--- src/rtl/wb_pkg.sv ---
// Shared widths and the buffered writeback entry type for the writeback arbiter.
// Optional forwarding ports are enabled by defining WB_BYPASS_EN.
package wb_pkg;

    localparam int unsigned REG_ADDR_W         = 5;
    localparam int unsigned DATA_W             = 32;
    localparam int unsigned DEFAULT_FIFO_DEPTH = 2;

    typedef struct packed {
        logic                  valid;
        logic [REG_ADDR_W-1:0] regAddr;
        logic [DATA_W-1:0]     data;
    } wb_entry_t;

endpackage

--- src/rtl/wb_fifo.sv ---
// Circular buffer of multdiv results with per-entry invalidation by destination match.
// With WB_BYPASS_EN defined, the raw slots and read pointer are exported for forwarding.
module wb_fifo
    import wb_pkg::*;
#(
    parameter  int unsigned DEPTH = DEFAULT_FIFO_DEPTH,
    localparam int unsigned PTR_W = $clog2(DEPTH),
    localparam int unsigned CNT_W = PTR_W + 1
) (
    input  logic                  clock,
    input  logic                  ctrl_reset_n,
    input  logic                  push,
    input  wb_entry_t             pushEntry,
    input  logic                  pop,
    input  logic                  invEn,
    input  logic [REG_ADDR_W-1:0] invReg,
    output wb_entry_t             headEntry,
    output logic [CNT_W-1:0]      count
`ifdef WB_BYPASS_EN
    ,
    output wb_entry_t             slots [DEPTH],
    output logic [PTR_W-1:0]      rdPtrQ
`endif
);

    wb_entry_t        mem [DEPTH];
    logic [PTR_W-1:0] wrPtr;
    logic [PTR_W-1:0] rdPtr;
    logic [CNT_W-1:0] cnt;

    // A push in the same cycle overrides invalidation of its slot; the pushed entry is fresh.
    always_ff @(posedge clock or negedge ctrl_reset_n) begin
        if (!ctrl_reset_n) begin
            wrPtr <= '0;
            rdPtr <= '0;
            cnt   <= '0;
            for (int i = 0; i < int'(DEPTH); i++) begin
                mem[i] <= '0;
            end
        end else begin
            for (int i = 0; i < int'(DEPTH); i++) begin
                if (invEn && (mem[i].regAddr == invReg)) begin
                    mem[i].valid <= 1'b0;
                end
            end
            if (push) begin
                mem[wrPtr] <= pushEntry;
                wrPtr      <= PTR_W'(wrPtr + PTR_W'(1));
            end
            if (pop) begin
                rdPtr <= PTR_W'(rdPtr + PTR_W'(1));
            end
            cnt <= CNT_W'(cnt + CNT_W'(push) - CNT_W'(pop));
        end
    end

    assign headEntry = mem[rdPtr];
    assign count     = cnt;

`ifdef WB_BYPASS_EN
    assign slots  = mem;
    assign rdPtrQ = rdPtr;
`endif

endmodule

--- src/rtl/wb_arbiter.sv ---
// Regfile writeback arbiter: ALU has priority, multdiv results queue in wb_fifo.
// Define WB_BYPASS_EN to add read-port forwarding of pending writes.
module wb_arbiter
    import wb_pkg::*;
#(
    parameter  int unsigned FIFO_DEPTH = DEFAULT_FIFO_DEPTH,
    localparam int unsigned CNT_W      = $clog2(FIFO_DEPTH) + 1
) (
    input  logic                  clock,
    input  logic                  ctrl_reset_n,
    input  logic                  alu_valid,
    input  logic [REG_ADDR_W-1:0] alu_reg,
    input  logic [DATA_W-1:0]     alu_data,
    input  logic                  md_valid,
    input  logic [REG_ADDR_W-1:0] md_reg,
    input  logic [DATA_W-1:0]     md_data,
    output logic                  md_ready,
    output logic                  ctrl_writeEn,
    output logic [REG_ADDR_W-1:0] ctrl_writeReg,
    output logic [DATA_W-1:0]     data_writeReg,
    output logic [CNT_W-1:0]      fifo_count
`ifdef WB_BYPASS_EN
    ,
    input  logic [REG_ADDR_W-1:0] ctrl_readRegA,
    input  logic [REG_ADDR_W-1:0] ctrl_readRegB,
    output logic                  fwd_hitA,
    output logic                  fwd_hitB,
    output logic [DATA_W-1:0]     fwd_dataA,
    output logic [DATA_W-1:0]     fwd_dataB
`endif
);

    localparam int unsigned PTR_W = $clog2(FIFO_DEPTH);

    wb_entry_t headEntry;
    wb_entry_t mdEntry;
    wb_entry_t selEntry;
    logic      selValid;
    logic      mdAccept;
    logic      mdDrop;
    logic      fifoPush;
    logic      fifoPop;
    logic      doWrite;

`ifdef WB_BYPASS_EN
    wb_entry_t        slots [FIFO_DEPTH];
    logic [PTR_W-1:0] rdPtrQ;
    logic [PTR_W-1:0] idx;
`endif

    assign md_ready = (fifo_count < CNT_W'(FIFO_DEPTH));
    assign mdEntry  = '{valid: 1'b1, regAddr: md_reg, data: md_data};

    // Write-port selection: ALU, else buffer head, else bypass an accepted md result.
    always_comb begin
        selValid = 1'b0;
        selEntry = '0;
        fifoPop  = 1'b0;
        mdAccept = md_valid && md_ready;
        mdDrop   = (md_reg == '0) || (alu_valid && (md_reg == alu_reg));
        if (alu_valid) begin
            selValid = 1'b1;
            selEntry = '{valid: 1'b1, regAddr: alu_reg, data: alu_data};
        end else if (fifo_count != '0) begin
            selValid = 1'b1;
            selEntry = headEntry;
            fifoPop  = 1'b1;
        end else if (mdAccept) begin
            selValid = 1'b1;
            selEntry = mdEntry;
        end
        fifoPush = mdAccept && !mdDrop && (alu_valid || (fifo_count != '0));
        doWrite  = selValid && selEntry.valid && (selEntry.regAddr != '0);
    end

    wb_fifo #(
        .DEPTH(FIFO_DEPTH)
    ) u_fifo (
        .clock       (clock),
        .ctrl_reset_n(ctrl_reset_n),
        .push        (fifoPush),
        .pushEntry   (mdEntry),
        .pop         (fifoPop),
        .invEn       (alu_valid),
        .invReg      (alu_reg),
        .headEntry   (headEntry),
        .count       (fifo_count)
`ifdef WB_BYPASS_EN
        ,
        .slots       (slots),
        .rdPtrQ      (rdPtrQ)
`endif
    );

    always_ff @(posedge clock or negedge ctrl_reset_n) begin
        if (!ctrl_reset_n) begin
            ctrl_writeEn  <= 1'b0;
            ctrl_writeReg <= '0;
            data_writeReg <= '0;
        end else begin
            ctrl_writeEn  <= doWrite;
            ctrl_writeReg <= doWrite ? selEntry.regAddr : '0;
            data_writeReg <= doWrite ? selEntry.data : '0;
        end
    end

`ifdef WB_BYPASS_EN
    // Scan buffer oldest to youngest so younger hits win; output register overrides last.
    always_comb begin
        fwd_hitA  = 1'b0;
        fwd_hitB  = 1'b0;
        fwd_dataA = '0;
        fwd_dataB = '0;
        idx       = '0;
        for (int i = 0; i < int'(FIFO_DEPTH); i++) begin
            idx = PTR_W'(rdPtrQ + PTR_W'(i));
            if ((CNT_W'(i) < fifo_count) && slots[idx].valid && (slots[idx].regAddr != '0)) begin
                if (slots[idx].regAddr == ctrl_readRegA) begin
                    fwd_hitA  = 1'b1;
                    fwd_dataA = slots[idx].data;
                end
                if (slots[idx].regAddr == ctrl_readRegB) begin
                    fwd_hitB  = 1'b1;
                    fwd_dataB = slots[idx].data;
                end
            end
        end
        if (ctrl_writeEn && (ctrl_writeReg == ctrl_readRegA)) begin
            fwd_hitA  = 1'b1;
            fwd_dataA = data_writeReg;
        end
        if (ctrl_writeEn && (ctrl_writeReg == ctrl_readRegB)) begin
            fwd_hitB  = 1'b1;
            fwd_dataB = data_writeReg;
        end
    end
`endif

endmodule

--- config.mk ---
export PLATFORM = sky130hd
export DESIGN_NAME = wb_arbiter
export DESIGN_NICKNAME = d
export VERILOG_FILES = /design/src/rtl/wb_pkg.sv /design/src/rtl/wb_fifo.sv /design/src/rtl/wb_arbiter.sv
export SDC_FILE = /design/constraint.sdc
export NUM_CORES = 1
export LEC_CHECK = 0
export ABC_AREA = 1
export CAP_MARGIN = 20
export CORE_MARGIN = 4
export CORE_UTILIZATION = 57
export CTS_CLUSTER_SIZE = 14
export DETAILED_ROUTE_END_ITERATION = 8
export DONT_BUFFER_PORTS = 1
export PLACE_DENSITY_LB_ADDON = 0.08
export SLEW_MARGIN = 10
export SYNTH_ARGS = -nofsm -noshare
export SYNTH_HDL_FRONTEND = slang
export SYNTH_SLANG_ARGS = --single-unit
export TNS_END_PERCENT = 30
--- constraint.sdc ---
create_clock -name clock -period 1.7 [get_ports clock]
set_clock_uncertainty 0.1 [all_clocks]
set_input_delay 0.51 -clock clock [delete_from_list [all_inputs] [get_ports clock]]
set_output_delay 0.51 -clock clock [all_outputs]
set_load 0.01 [all_outputs]
==> results.yml <==
timing:
  setup_tns_ns: -4.74
  timing.fmax_mhz: 555
  final.period_utilization: 1.06
  final_critical_path_setup_slack_ns: -0.103
  layout_min_cycle_time_ns: 1.80
  relSlewSlack: 0.697
  final_max_slew_viol_count: 0
  timing.final.setup_violations: 115
  rsz0062_at_grt: "true"
  final-hold-violation-count: 118
  tightest_slew_ns: 0.455
  final.hold.worst_slack_ns: -0.416
global_routing:
  grt_total_ovfl: 0
  grt_antenna_before_repair: 0
  grt_pass1_wl_mm: 27.3
  pin_count_of_the_biggest_net_entering_global_routing: 119
  globalRouteTotalUtil: 0.299
  via_count_of_the_first_global_routing_pass: 5345
layout:
  n_fill_cell: 732
  most_frequent_standard_cell_in_the_layout_excluding_fill_and_tap_cells: "sky130_fd_sc_hd__nand2_1"
  final_nets: 854
  mostFrequentLayoutCells: "sky130_fd_sc_hd__nand2_1, sky130_fd_sc_hd__dfrtp_1, sky130_fd_sc_hd__nor2_1, sky130_fd_sc_hd__nand4_1"
  area_growth_pct: 23.8
  regArea_um2: 2960
  non_filler_cell_area_final_um2: 7310
  multi_input_comb_area_um2: 2800
  number_of_antenna_repair_diodes: 0
  finish.cell_count_without_fillers: 919
  post-route-util: 0.738
  drive_gt1_frac: 0.211
synthesis:
  synthesized_net_count: 831
  synthesis.instances: 751
  netlist_area_um2: 5900
  yosys_register_bits: 118
  sequential_area_share_after_synthesis: 0.500
  netlist-cell-type-count: 25
  synth.yosys.warnings: 0
  postSynthAreaPerCell_um2: 7.86
setup_path:
  critPathTopFamily: "simple AND/OR/NAND/NOR gates"
  end_kind: "register"
  required_ns: 2.00
  setup.worst_path.start_class: "register"
  largest_fanout_on_the_critical_path: 7
  cp_slowest_cell: "sky130_fd_sc_hd__dfrtp_2"
  setup.reg_to_reg.worst_slack_ns: -0.10
  crit_type: "register to register"
  cp_cell_sequence: "nor2_4, nand2_4, nand2_4, a31oi_4, buf_12, nand3_4, clkbuf_16, nand2_1, nand2_1"
  data_arrival_time_of_the_critical_path_ns: 2.10
  crit_path_max_incr_delay_ns: 0.44
  critical_path_buf_inv_count: 2
clock_tree:
  clockBufferDepth: 2
  numCtsBuffers: 17
  clkSinkCount: 118
  clk_latency_ns: 0.52
  clock_tree_from_tritoncts: "yes"
  clk_pin_slew_worst_paths_ns: 0.05
  cts_max_level: 4
  clock-root-buffer: "sky130_fd_sc_hd__clkbuf_8"
routing:
  totalWireLength_mm: 18.1
  post-route-drc-count: 0
  detail_route.wl_per_cell_um: 19.7
  drtAntennaViolNets: 0
  viasPerCell: 6.06
  routed-via-count: 5570
  first_iter_violations: 488
  drt_pre_antenna_iters: 5
floorplanning:
  floorplan_core_area_um2: 9910
  fp.dieH_um: 110
  die_area_um2: 12000
  fp.dieW_um: 110
  num_rows: 36
  floorplan.initialDensity: 0.596
  design.portCount: 119
outcome:
  violations: "negative hold slack, negative setup slack"
  run_status: "complete, but fails checks"
run:
  drv.max_cap_violation_count: 0
pwr:
  highest_ir_drop_seen_on_vdd_uv: 967
  power-per-cell-area_nw_per_um2: 1990
  total_leakage_power_nw: 3.47
placement:
  postPlaceCellArea_um2: 6330
  placement.setup.worst_slack_ns: -0.124
  finalWeightedCongestion: 0.917
  place.detailed.instances: 878
  port_buffers: 0
  post-dp-hpwl_mm: 10.8
worst_hold_path:
  timing.hold.worst.class: "primary input to async pin"
-- per-stage QoR --
step	hold slack [ns]	total power, W
final	-0.416	0.0145
after CTS	-0.437	0.0139
after global placement	0.118	0.00996
after global routing	-0.450	0.0154
after detailed placement	0.118	0.0101
after floorplan	0.114	0.00847
-- synthesized netlist by cell type --
cell / count / area, um^2
sky130_fd_sc_hd__a211oi_1: 2 / 15.0
sky130_fd_sc_hd__a21oi_1: 2 / 10.0
sky130_fd_sc_hd__a221oi_1: 2 / 17.5
sky130_fd_sc_hd__a31oi_2: 1 / 12.5
sky130_fd_sc_hd__buf_1: 5 / 18.8
sky130_fd_sc_hd__buf_2: 13 / 65.1
sky130_fd_sc_hd__buf_4: 9 / 67.6
sky130_fd_sc_hd__buf_6: 6 / 67.6
sky130_fd_sc_hd__clkbuf_1: 24 / 90.1
sky130_fd_sc_hd__dfrtp_1: 118 / 2950
sky130_fd_sc_hd__ha_1: 2 / 25.0
sky130_fd_sc_hd__inv_1: 24 / 90.1
sky130_fd_sc_hd__inv_2: 2 / 7.51
sky130_fd_sc_hd__nand2_1: 255 / 957
sky130_fd_sc_hd__nand3_1: 8 / 40.0
sky130_fd_sc_hd__nand4_1: 74 / 463
sky130_fd_sc_hd__nor2_1: 108 / 405
sky130_fd_sc_hd__nor2_2: 12 / 75.1
sky130_fd_sc_hd__nor3_1: 2 / 10.0
sky130_fd_sc_hd__o211ai_1: 31 / 233
sky130_fd_sc_hd__o21ai_0: 41 / 205
sky130_fd_sc_hd__o221ai_1: 1 / 8.76
sky130_fd_sc_hd__o22ai_1: 5 / 31.3
sky130_fd_sc_hd__xnor2_1: 1 / 8.76
sky130_fd_sc_hd__xor2_1: 3 / 26.3
-- path summary, 6_finish.rpt --
kind	cells after the start	from	end
setup / recovery	9	u_fifo.count[1]$_DFF_PN0_	register
hold / removal	0	ctrl_reset_n	u_fifo.count[0]$_DFF_PN0_
setup reg to reg	9	u_fifo.count[1]$_DFF_PN0_	register
hold reg to reg	2	register	register
max in group asynchronous	0	ctrl_reset_n	u_fifo.rdPtr$_DFFE_PN0P_
min in group clock	2	md_data[23]	register
-- what timing repair did --
action / in CTS / in global routing
cloned: 0 / 6
hold endpoints to repair: 118 / 118
pin swaps: 1 / 0
setup endpoints to repair: 72 / 116
setup buffers: 1 / 3
gates resized for setup: 9 / 57
-- cell type report --
class | instances | share of cell area
clock buffer | 23 | 0.0652
clock inverter | 8 | 0.0166
inverter | 26 | 0.0134
multi-input combinational | 550 | 0.382
sequential | 118 | 0.404
tap | 133 | 0.0228
timing repair buffer | 61 | 0.0952
-- per-layer routing --
layer,track usage,share of wire
met2,0.482,0.50
met4,0.126,0.031
met1,0.373,0.37
met5,0,0
met3,0.0916,0.10
-- power by group --
part	switching, W	internal [W]
Combinational	0.00339	0.00233
Sequential	0.00107	0.00415
Clock	0.00123	0.00237
-- cells by family after synthesis --
family                   Yosys count  share of synthesized area
AND/OR/NAND/NOR                  459                      0.330
flip-flops                       118                      0.500
AO/OA/AOI/OAI                     85                     0.0903
buffers and inverters             83                     0.0689
XOR/XNOR                           4                    0.00594
adder cells (fa/ha/maj)            2                    0.00424
No activity file was read; power rests on OpenSTA's default activity.
